===== src/rtl/ex_stage_pkg.sv =====
// Shared ISA and pipeline constants for the execute stage: operand widths,
// ALU/memory/control op codes, exception codes and the EX/MEM register layout.
package ex_stage_pkg;

    localparam int WORD_ADDR_W = 30;
    localparam int WORD_DATA_W = 32;
    localparam int REG_ADDR_W  = 5;
    localparam int ALU_OP_W    = 4;
    localparam int MEM_OP_W    = 2;
    localparam int CTRL_OP_W   = 2;
    localparam int EXP_CODE_W  = 3;
    localparam int SHAMT_W     = 5;

    typedef enum logic [ALU_OP_W-1:0] {
        ALU_OP_NOP  = 4'd0,
        ALU_OP_AND  = 4'd1,
        ALU_OP_OR   = 4'd2,
        ALU_OP_XOR  = 4'd3,
        ALU_OP_ADDS = 4'd4,
        ALU_OP_ADDU = 4'd5,
        ALU_OP_SUBS = 4'd6,
        ALU_OP_SUBU = 4'd7,
        ALU_OP_SHRL = 4'd8,
        ALU_OP_SHLL = 4'd9
    } alu_op_e;

    typedef enum logic [MEM_OP_W-1:0] {
        MEM_OP_NOP = 2'd0,
        MEM_OP_LDW = 2'd1,
        MEM_OP_STW = 2'd2
    } mem_op_e;

    localparam logic [CTRL_OP_W-1:0] CTRL_OP_NOP = 2'd0;

    typedef enum logic [EXP_CODE_W-1:0] {
        ISA_EXP_NO_EXP   = 3'd0,
        ISA_EXP_EXT_INT  = 3'd1,
        ISA_EXP_OVERFLOW = 3'd3
    } isa_exp_e;

    typedef struct packed {
        logic [WORD_ADDR_W-1:0] pc;
        logic                   en;
        logic                   br_flag;
        logic [MEM_OP_W-1:0]    mem_op;
        logic [WORD_DATA_W-1:0] mem_wr_data;
        logic [CTRL_OP_W-1:0]   ctrl_op;
        logic [REG_ADDR_W-1:0]  dst_addr;
        logic                   gpr_we_;
        logic [EXP_CODE_W-1:0]  exp_code;
        logic [WORD_DATA_W-1:0] out;
    } ex_mem_t;

    // Bubble contents: nothing writes memory or the register file.
    function automatic ex_mem_t ex_mem_bubble();
        ex_mem_t b;
        b.pc          = '0;
        b.en          = 1'b0;
        b.br_flag     = 1'b0;
        b.mem_op      = MEM_OP_NOP;
        b.mem_wr_data = '0;
        b.ctrl_op     = CTRL_OP_NOP;
        b.dst_addr    = '0;
        b.gpr_we_     = 1'b1;
        b.exp_code    = ISA_EXP_NO_EXP;
        b.out         = '0;
        return b;
    endfunction

endpackage


===== src/rtl/ex_stage_alu.sv =====
// Combinational ALU for the execute stage; flags signed overflow for ADDS/SUBS.
module alu
    import ex_stage_pkg::*;
(
    input  logic [ALU_OP_W-1:0]    op,
    input  logic [WORD_DATA_W-1:0] in_0,
    input  logic [WORD_DATA_W-1:0] in_1,
    output logic [WORD_DATA_W-1:0] out,
    output logic                   of
);

    logic [SHAMT_W-1:0] w_sh;
    logic               w_sign_0;
    logic               w_sign_1;
    logic               w_sign_out;

    assign w_sh       = in_1[SHAMT_W-1:0];
    assign w_sign_0   = in_0[WORD_DATA_W-1];
    assign w_sign_1   = in_1[WORD_DATA_W-1];
    assign w_sign_out = out[WORD_DATA_W-1];

    // NOTE: every output gets a default first so no path through the case infers a latch.
    always_comb begin
        out = '0;
        case (op)
            ALU_OP_NOP:  out = in_0;
            ALU_OP_AND:  out = in_0 & in_1;
            ALU_OP_OR:   out = in_0 | in_1;
            ALU_OP_XOR:  out = in_0 ^ in_1;
            ALU_OP_ADDS,
            ALU_OP_ADDU: out = in_0 + in_1;
            ALU_OP_SUBS,
            ALU_OP_SUBU: out = in_0 - in_1;
            ALU_OP_SHRL: out = in_0 >> w_sh;
            ALU_OP_SHLL: out = in_0 << w_sh;
            default:     out = '0;
        endcase
    end

    always_comb begin
        of = 1'b0;
        case (op)
            ALU_OP_ADDS: of = (w_sign_0 == w_sign_1) && (w_sign_out != w_sign_0);
            ALU_OP_SUBS: of = (w_sign_0 != w_sign_1) && (w_sign_out != w_sign_0);
            default:     of = 1'b0;
        endcase
    end

endmodule


===== src/rtl/ex_stage.sv =====
// Execute stage: ALU evaluation, exception injection and the EX/MEM register.
// fwd_data exposes the raw ALU result to decode for same-cycle forwarding.
module ex_stage
    import ex_stage_pkg::*;
(
    input  logic                   clk,
    input  logic                   reset,
    input  logic                   stall,
    input  logic                   flush,
    input  logic                   int_detect,
    input  logic [WORD_ADDR_W-1:0] id_pc,
    input  logic                   id_en,
    input  logic [ALU_OP_W-1:0]    id_alu_op,
    input  logic [WORD_DATA_W-1:0] id_alu_in_0,
    input  logic [WORD_DATA_W-1:0] id_alu_in_1,
    input  logic                   id_br_flag,
    input  logic [MEM_OP_W-1:0]    id_mem_op,
    input  logic [WORD_DATA_W-1:0] id_mem_wr_data,
    input  logic [CTRL_OP_W-1:0]   id_ctrl_op,
    input  logic [REG_ADDR_W-1:0]  id_dst_addr,
    input  logic                   id_gpr_we_,
    input  logic [EXP_CODE_W-1:0]  id_exp_code,
    output logic [WORD_DATA_W-1:0] fwd_data,
    output logic [WORD_ADDR_W-1:0] ex_pc,
    output logic                   ex_en,
    output logic                   ex_br_flag,
    output logic [MEM_OP_W-1:0]    ex_mem_op,
    output logic [WORD_DATA_W-1:0] ex_mem_wr_data,
    output logic [CTRL_OP_W-1:0]   ex_ctrl_op,
    output logic [REG_ADDR_W-1:0]  ex_dst_addr,
    output logic                   ex_gpr_we_,
    output logic [EXP_CODE_W-1:0]  ex_exp_code,
    output logic [WORD_DATA_W-1:0] ex_out
);

    logic [WORD_DATA_W-1:0] w_alu_out;
    logic                   w_alu_of;
    ex_mem_t                w_load;
    ex_mem_t                r_ex;

    alu u_alu (
        .op   (id_alu_op),
        .in_0 (id_alu_in_0),
        .in_1 (id_alu_in_1),
        .out  (w_alu_out),
        .of   (w_alu_of)
    );

    assign fwd_data = w_alu_out;

    // An excepting instruction keeps its pc/dst for the handler but must not
    // touch memory or the register file; the interrupt outranks overflow.
    always_comb begin
        w_load.pc          = id_pc;
        w_load.en          = id_en;
        w_load.br_flag     = id_br_flag;
        w_load.mem_op      = id_mem_op;
        w_load.mem_wr_data = id_mem_wr_data;
        w_load.ctrl_op     = id_ctrl_op;
        w_load.dst_addr    = id_dst_addr;
        w_load.gpr_we_     = id_gpr_we_;
        w_load.exp_code    = id_exp_code;
        w_load.out         = w_alu_out;
        if (int_detect) begin
            w_load.mem_op   = MEM_OP_NOP;
            w_load.gpr_we_  = 1'b1;
            w_load.exp_code = ISA_EXP_EXT_INT;
        end else if (w_alu_of) begin
            w_load.mem_op   = MEM_OP_NOP;
            w_load.gpr_we_  = 1'b1;
            w_load.exp_code = ISA_EXP_OVERFLOW;
        end
    end

    // NOTE: sequential state uses non-blocking assignments so every register samples pre-edge values.
    always_ff @(posedge clk) begin
        if (!reset) begin
            r_ex <= ex_mem_bubble();
        end else if (stall) begin
            r_ex <= r_ex;
        end else if (flush) begin
            r_ex <= ex_mem_bubble();
        end else begin
            r_ex <= w_load;
        end
    end

    assign ex_pc          = r_ex.pc;
    assign ex_en          = r_ex.en;
    assign ex_br_flag     = r_ex.br_flag;
    assign ex_mem_op      = r_ex.mem_op;
    assign ex_mem_wr_data = r_ex.mem_wr_data;
    assign ex_ctrl_op     = r_ex.ctrl_op;
    assign ex_dst_addr    = r_ex.dst_addr;
    assign ex_gpr_we_     = r_ex.gpr_we_;
    assign ex_exp_code    = r_ex.exp_code;
    assign ex_out         = r_ex.out;

endmodule


===== config.mk =====
export PLATFORM = sky130hd
export DESIGN_NAME = ex_stage
export DESIGN_NICKNAME = d
export VERILOG_FILES = /design/src/rtl/ex_stage_pkg.sv /design/src/rtl/ex_stage_alu.sv /design/src/rtl/ex_stage.sv
export SDC_FILE = /design/constraint.sdc
export NUM_CORES = 1
export LEC_CHECK = 0
export BUFFER_PORTS_ARGS = -buffer_cell sky130_fd_sc_hd__buf_2
export CAP_MARGIN = 15
export CORE_MARGIN = 1
export CORE_UTILIZATION = 41
export CTS_BUF_LIST = sky130_fd_sc_hd__clkbuf_4
export DETAILED_ROUTE_END_ITERATION = 8
export PLACE_DENSITY_LB_ADDON = 0.05
export RECOVER_POWER = 50
export SLEW_MARGIN = 20
export SYNTH_ARGS = -nofsm -noshare
export SYNTH_HDL_FRONTEND = slang
export SYNTH_SLANG_ARGS = --single-unit

===== constraint.sdc =====
create_clock -name clk -period 4.91 [get_ports clk]
set_input_delay 0 -clock clk [delete_from_list [all_inputs] [get_ports clk]]
set_output_delay 0 -clock clk [all_outputs]
set_load 0.005 [all_outputs]

==> metrics, run 1 <==
status=finished with violations; failing checks=max-capacitance violations, max-slew violations; Slew Viols, Final=80; Slew Limit Headroom=-137%; Rows=62; Reg2Reg Depth=3; crit-path max FO=7; DR iter-0 viols=1312; post-route DRC violation count=0; Placer Congestion=roughly 0.94; reg2reg start=ex_mem_wr_data[16]; Setup TNS=0 ns; router iterations before antenna repair=5; Critical Path Sink Type=primary output; r2r setup slk=roughly 3.6 ns; Max-Cap Viols=1; die area=approximately 0.030 sq mm; asr flop ratio synth=0%; Overflow after GRT=0; I/O Buffers=a little under 300; Cells after Synth=1434; Power Dens Cells=~190 mW/mm^2; buffer count from post-CTS setup fixing=0; TritonCTS clock tree=yes; Critical Path AT=roughly 4.2 ns; crit path kind=in2out; unrepaired setup endpoints after global routing=no; Peak supply drop=0.120 mV; Worst Skew=0 ns; Final #Nets=~2000; crit share post-route=between 80% and 90%; CP bufs+invs=2; die width=~170 microns; CP most frequent cell=nor2_1; Worst path slowest cell=a211oi_1; total chip power=approximately 0.0028 W; Tmin final=4.22 ns; total clock sinks=109; largest net degree at the start of global routing=80; synthesized area per cell=roughly 8.3 sq um; core area=between 0.02 and 0.03 sq mm; final hold viol count=0; IO Pins=roughly 290; Worst setup endpoint=fwd_data[27]; top_reg_cell synth=dfxtp_1; vias in the first global route=12200; clk_lat worst skew=0.46 ns; routed wire length=between 50000 and 60000 microns; dominant cells by area after synthesis=dfxtp_1 18%, mux4_2 13%, ha_1 10%, a22oi_1 6.1%, nor2b_1 4.6%; sequential fraction of the synthesis area=roughly 18%; DR WL/cell=around 24 microns; Req. time, crit path=slightly below 5 ns; fin area=between 0.01 and 0.015 sq mm; CP Depth=16; HPWL Detailed=38200 microns; area share of the largest cell type after synthesis=18.3%; Syn Nets=about 1700; Synth-to-Final Area Change=23.5%; number of synthesized flops with an enable pin=0; worst min path class=in2reg; final antenna-violating net count=0; ordered list of cells on the worst path=buf_2 > nor2_1 > nand4_1 > nor2_1 > a41oi_1 > xnor2_1 > ha_1 > nand4_1 > nor2_1 > nor3_1 > a211oi_1 > a211oi_1 > a21oi_1 > mux2i_1 > nand2b_1 > buf_2; clock root buffer=clkbuf_4; Pleak=approximately 6.3 nW; Synth Register Bits=between 100 and 150; reg2reg end=ex_mem_wr_data[16]; Ys Warns=0; setup violators final=0; Die Y=roughly 170 microns; CP delay by family, top=simple AND/OR/NAND/NOR gates; Post-synth top cells=134 x nor2_1, 109 x dfxtp_1, 97 x a22oi_1, 97 x ha_1, 93 x a21oi_1; share of post-route cells with drive strength above 1=20.6%; largest area contributor in the netlist=dfxtp_1; crit path from=id_alu_in_1[2]; H-tree levels=3; DP Area=about 0.014 sq mm; first-pass GRT wire length=between 70000 and 80000 microns; initial antenna violation count=1; starting density of the core=between 40% and 50%; Max Root-Sink Buffers=2; CP peak stage delay=around 0.64 ns; Global Route Usage Sum=33.2%; Num CTS Buffers=9; Avg Vias per Cell=6.02; Max Freq=between 200 and 250 MHz; post-synthesis cell area=about 0.012 sq mm; count leader, synth=nor2_1; CP Launch Type=input port; Hold Slack=0.0370 ns; worst slew pin tran=about 3.6 ns; via count=around 13000; Netlist cell types=70; clk slew on worst S/H paths=about 0.19 ns
metal layers:
metal	wire, microns	GRT usage, %	vias to the layer above
met5	0	0	-
met4	1580	9.93	0
met3	3980	3.98	85
met2	23000	52.8	691
met1	22200	47.0	6181
li1	-	-	5958
state kept, by name, summed over array words and instances (netlist names):
name and flops:
ex_mem_wr_data 32, ex_out 32, ex_pc 30, ex_dst_addr 5
ex_exp_code 3, ex_ctrl_op 2, ex_mem_op 2, ex_br_flag 1
ex_en 1, ex_gpr_we_ 1
report_power, final:
group	total, W	switching, W	internal [W]
registers	0.000940	0.0000187	0.000921
logic	0.00143	0.000833	0.000597
clock network	0.000441	0.000324	0.000117
cell usage in the layout, fill, tap and decap left out, drive strengths merged, types with 8 or more instances in the layout:
master and n:
nand2 73, a22oi 97, clkbuf 93, nand3 27, and2 13, o21ai 56, mux2i 46, dfxtp 109
buf 236, a22o 21, a221o 9, mux4 71, a21oi 93, o221ai 8, a211o 9, inv 92
xnor2 45, ha 97, o211ai 10, a21o 13, a211oi 18, mux2 31, o22ai 25, nor3 32
nor2 134, a31oi 8, nor2b 88, dlygate4sd3 102
cell type report:
class | count | area, sq um
Antenna cell | 1 | 2.50
Clock buffer | 9 | 67.6
Clock inverter | 7 | 71.3
Fill cell | 2817 | 13900
Inverter | 92 | 345
Multi-Input combinational cell | 1123 | 8970
Sequential cell | 109 | 2180
Tap cell | 384 | 480
Timing Repair Buffer | 422 | 2600
worst min-delay path, delay by kind of cell:
kind | cells | cell delay [ns]
AND/OR/NAND/NOR | 2 | 0.19
multiplexers | 1 | 0.09
buffers and inverters | 1 | 0.20
stage by stage:
step                      utilization, %  std cells  setup WS, ns
final                               51.4       2147         0.688
after detailed placement            47.8       2028         0.459
after global routing                51.4       2147         0.370
after CTS                           51.8       2146         0.789
after floorplan                        -       1434         0.470
after global placement              47.8       2028         0.505
worst min-delay path by stage:
stage / depth (start not counted) / slack [ns] / to / from
finish: 4 / 0.04 / ex_exp_code[1] / id_alu_in_0[31]
global route: 4 / 0.03 / ex_exp_code[1] / int_detect
CTS: 4 / 0.009 / ex_exp_code[1] / int_detect
detailed placement: 3 / 0.23 / ex_exp_code[1] / id_exp_code[1]
global placement: 3 / 0.24 / ex_exp_code[1] / id_exp_code[1]
floorplan: 2 / 0.13 / ex_exp_code[1] / id_exp_code[1]
cells by family (layout without fill, tap and decap cells):
logic type	count (synthesis)	in the layout	share of synthesized area (%)
DFF	109	109	18.3
other	0	1	0
muxes	148	148	20.3
buffers and inverters	202	530	6.62
xor gates and xnor gates	52	52	3.82
and+or+nand+nor	407	407	16.7
AOI/OAI and AO/OA	418	418	23.9
adders and majority gates	98	98	10.3
timing repair:
item                                   4_1_cts  5_1_grt
hold buffers                               102        0
gates resized for setup                      0        0
endpoints found under the hold margin       77        0
(Power assumes the default switching activity.)
==> inputs of run 2 (changes only) <==
BUFFER_PORTS_ARGS = -buffer_cell sky130_fd_sc_hd__clkbuf_2   (was -buffer_cell sky130_fd_sc_hd__buf_2)
==> run 2 against run 1 <==
- the flow still finishes with violations (max-capacitance violations, max-slew violations)
- critical endpoint unchanged
- highest routed layer unchanged
- sequential cell count stayed put
- clock power grew 3%
- sequential share of layout area is 0.24 points higher
==> metrics, run 2 (synthesis results as in run 1) <==
Max Freq=233 MHz (was 237 MHz); Worst path slowest cell=a211oi_1 (unchanged); share of post-route cells with drive strength above 1=21.3% (was 20.6%); IO Pins=291 (unchanged); core area=0.0286 sq mm (unchanged); Reg2Reg Depth=1 (was 3); Final #Nets=1983 (was 2005); Slew Limit Headroom=-143% (was -137%); H-tree levels=3 (unchanged); fin area=0.0145 sq mm (was 0.0147 sq mm); starting density of the core=41.7% (unchanged); Hold Slack=0.0306 ns (was 0.0370 ns); router iterations before antenna repair=5 (unchanged); crit-path max FO=8 (was 7); Pleak=6.16 nW (was 6.28 nW); status=finished with violations (unchanged); Num CTS Buffers=9 (unchanged); Rows=62 (unchanged); routed wire length=48000 microns (was 50800 microns); Max Root-Sink Buffers=2 (unchanged); die width=173 microns (unchanged); clk_lat worst skew=0.46 ns (about the same); clk slew on worst S/H paths=0.18 ns (was 0.19 ns); DR iter-0 viols=1257 (was 1312); Power Dens Cells=195 mW/mm^2 (was 191 mW/mm^2); final core utilization=50.6% (was 51.4%); HPWL Detailed=36900 microns (was 38200 microns); first-pass GRT wire length=72200 microns (was 76600 microns); ordered list of cells on the worst path=clkbuf_2 > or4_1 > nor4_1 > nand2_1 > nor3_1 > nor2_1 > xnor2_1 > ha_1 > nand4_1 > a211oi_1 > a211oi_1 > a21oi_1 > mux2i_1 > nand2b_1 > clkbuf_2 (was buf_2 > nor2_1 > nand4_1 > nor2_1 > a41oi_1 > xnor2_1 > ha_1 > nand4_1 > nor2_1 > nor3_1 > a211oi_1 > a211oi_1 > a21oi_1 > mux2i_1 > nand2b_1 > buf_2); unrepaired setup endpoints after global routing=no (unchanged); setup violators final=0 (unchanged); final antenna-violating net count=0 (unchanged); crit path kind=in2out (unchanged); clock root buffer=clkbuf_4 (unchanged); Die Y=173 microns (unchanged); total clock sinks=109 (unchanged); Max-Cap Viols=1 (unchanged); commonest cells after routing, fill and taps aside=212 x clkbuf_2, 133 x nor2_1, 109 x dfxtp_1 (was 205 x buf_2, 133 x nor2_1, 109 x dfxtp_1); TritonCTS clock tree=yes (unchanged); CP peak stage delay=0.64 ns (about the same); DP Area=0.0137 sq mm (about the same); Slew Viols, Final=80 (unchanged); commonest non-fill, non-tap cell in the layout=clkbuf_2 (was buf_2); Filler cells=2875 (was 2817); Critical Path AT=4.29 ns (was 4.22 ns); I/O Buffers=290 (unchanged); worst min path class=in2reg (unchanged); crit share post-route=87.4% (was 86.0%); Req. time, crit path=4.91 ns (about the same); Synth-to-Final Area Change=21.6% (was 23.5%); Peak supply drop=0.0969 mV (was 0.120 mV); Overflow after GRT=0 (unchanged); via count=12700 (was 12900); worst slew pin tran=3.64 ns (was 3.56 ns); initial antenna violation count=1 (unchanged); worst slack, placed=0.331 ns (was 0.459 ns); failing checks=max-capacitance violations, max-slew violations (unchanged); DR WL/cell=22.6 microns (was 23.7 microns); Tmin final=4.29 ns (was 4.22 ns); Global Route Usage Sum=31.3% (was 33.2%); Avg Vias per Cell=5.96 (was 6.02); setup ws final=0.619 ns (was 0.688 ns); vias in the first global route=11700 (was 12200); largest net degree at the start of global routing=84 (was 80); hold path cells=4 (unchanged); final hold viol count=0 (unchanged); Critical Path Sink Type=primary output (unchanged); Worst Skew=0 ns (unchanged); die area=0.0298 sq mm (unchanged); CP Launch Type=input port (unchanged); post-route DRC violation count=0 (unchanged); Placer Congestion=0.996 (was 0.943); Setup TNS=0 ns (unchanged)
-- run 2: cell count changes in the layout (fill, tap and decap cells not counted), moves of 2 or more --
| cell | delta |
|---|---|
| clkinv_8 | -2 |
| buf_2 | -205 |
| buf_4 | +2 |
| clkbuf_2 | +212 |
| dlygate4sd3_1 | -23 |
| clkbuf_1 | -6 |
| clkinv_2 | +2 |
-- run 2: report_power, final --
part           switching (W)  internal (W)  leakage, nW
registers          0.0000186      0.000921        0.888
logic               0.000841      0.000591         5.19
clock network       0.000300      0.000153       0.0752
total                0.00116       0.00167         6.16
-- run 2: layout make-up --
class / instances / area (sq um) / area share, %
Antenna cell: 1 / 2.50 / 0.0173
Clock buffer: 9 / 67.6 / 0.466
Clock inverter: 7 / 65.1 / 0.449
Inverter: 92 / 345 / 2.38
Multi-Input combinational cell: 1123 / 8970 / 61.9
Sequential cell: 109 / 2180 / 15.1
Tap cell: 384 / 480 / 3.32
Timing Repair Buffer: 400 / 2380 / 16.4
-- run 2: per-stage QoR --
| stage | std cells | power, W |
|---|---|---|
| 4_1_cts | 2124 | 0.00282 |
| 5_1_grt | 2125 | 0.00298 |
| 2_1_floorplan | 1434 | 0.00180 |
| 3_5_place_dp | 2029 | 0.00232 |
| 3_3_place_gp | 2029 | 0.00231 |
| 6_report | 2125 | 0.00282 |
-- run 2: worst paths after layout --
| path | from | endpoint | slack, ns |
|---|---|---|---|
| worst max-delay path | id_alu_in_1[14] | fwd_data[27] | 0.62 |
| worst min-delay path | id_alu_in_0[31] | ex_exp_code[1] | 0.03 |
| worst max register to register | ex_mem_op[1] | ex_mem_op[1] | 4.13 |
| worst min register to register | ex_out[16] | ex_out[16] | 0.47 |
-- run 2: worst max-delay path: cells and delay by family --
| family | cells | cell delay (ns) |
|---|---|---|
| multiplexers | 1 | 0.37 |
| buffers and inverters | 2 | 0.24 |
| AO/OA/AOI/OAI | 3 | 1.25 |
| adder cells (fa/ha/maj) | 1 | 0.53 |
| AND/OR/NAND/NOR | 7 | 1.75 |
| XOR/XNOR | 1 | 0.14 |
-- run 2: layer usage --
| metal | share of wire [%] | track usage (%) |
|---|---|---|
| met1 | 44 | 42.8 |
| met2 | 46 | 51.0 |
| met3 | 6.7 | 3.93 |
| met4 | 2.7 | 9.60 |
| met5 | 0 | 0 |
-- run 2: timing repair --
action / 4_1_cts / 5_1_grt
gates resized for setup: 0 / 0
setup buffers: 0 / 0
endpoints found under the hold margin: 77 / 0
hold buffers: 79 / 0
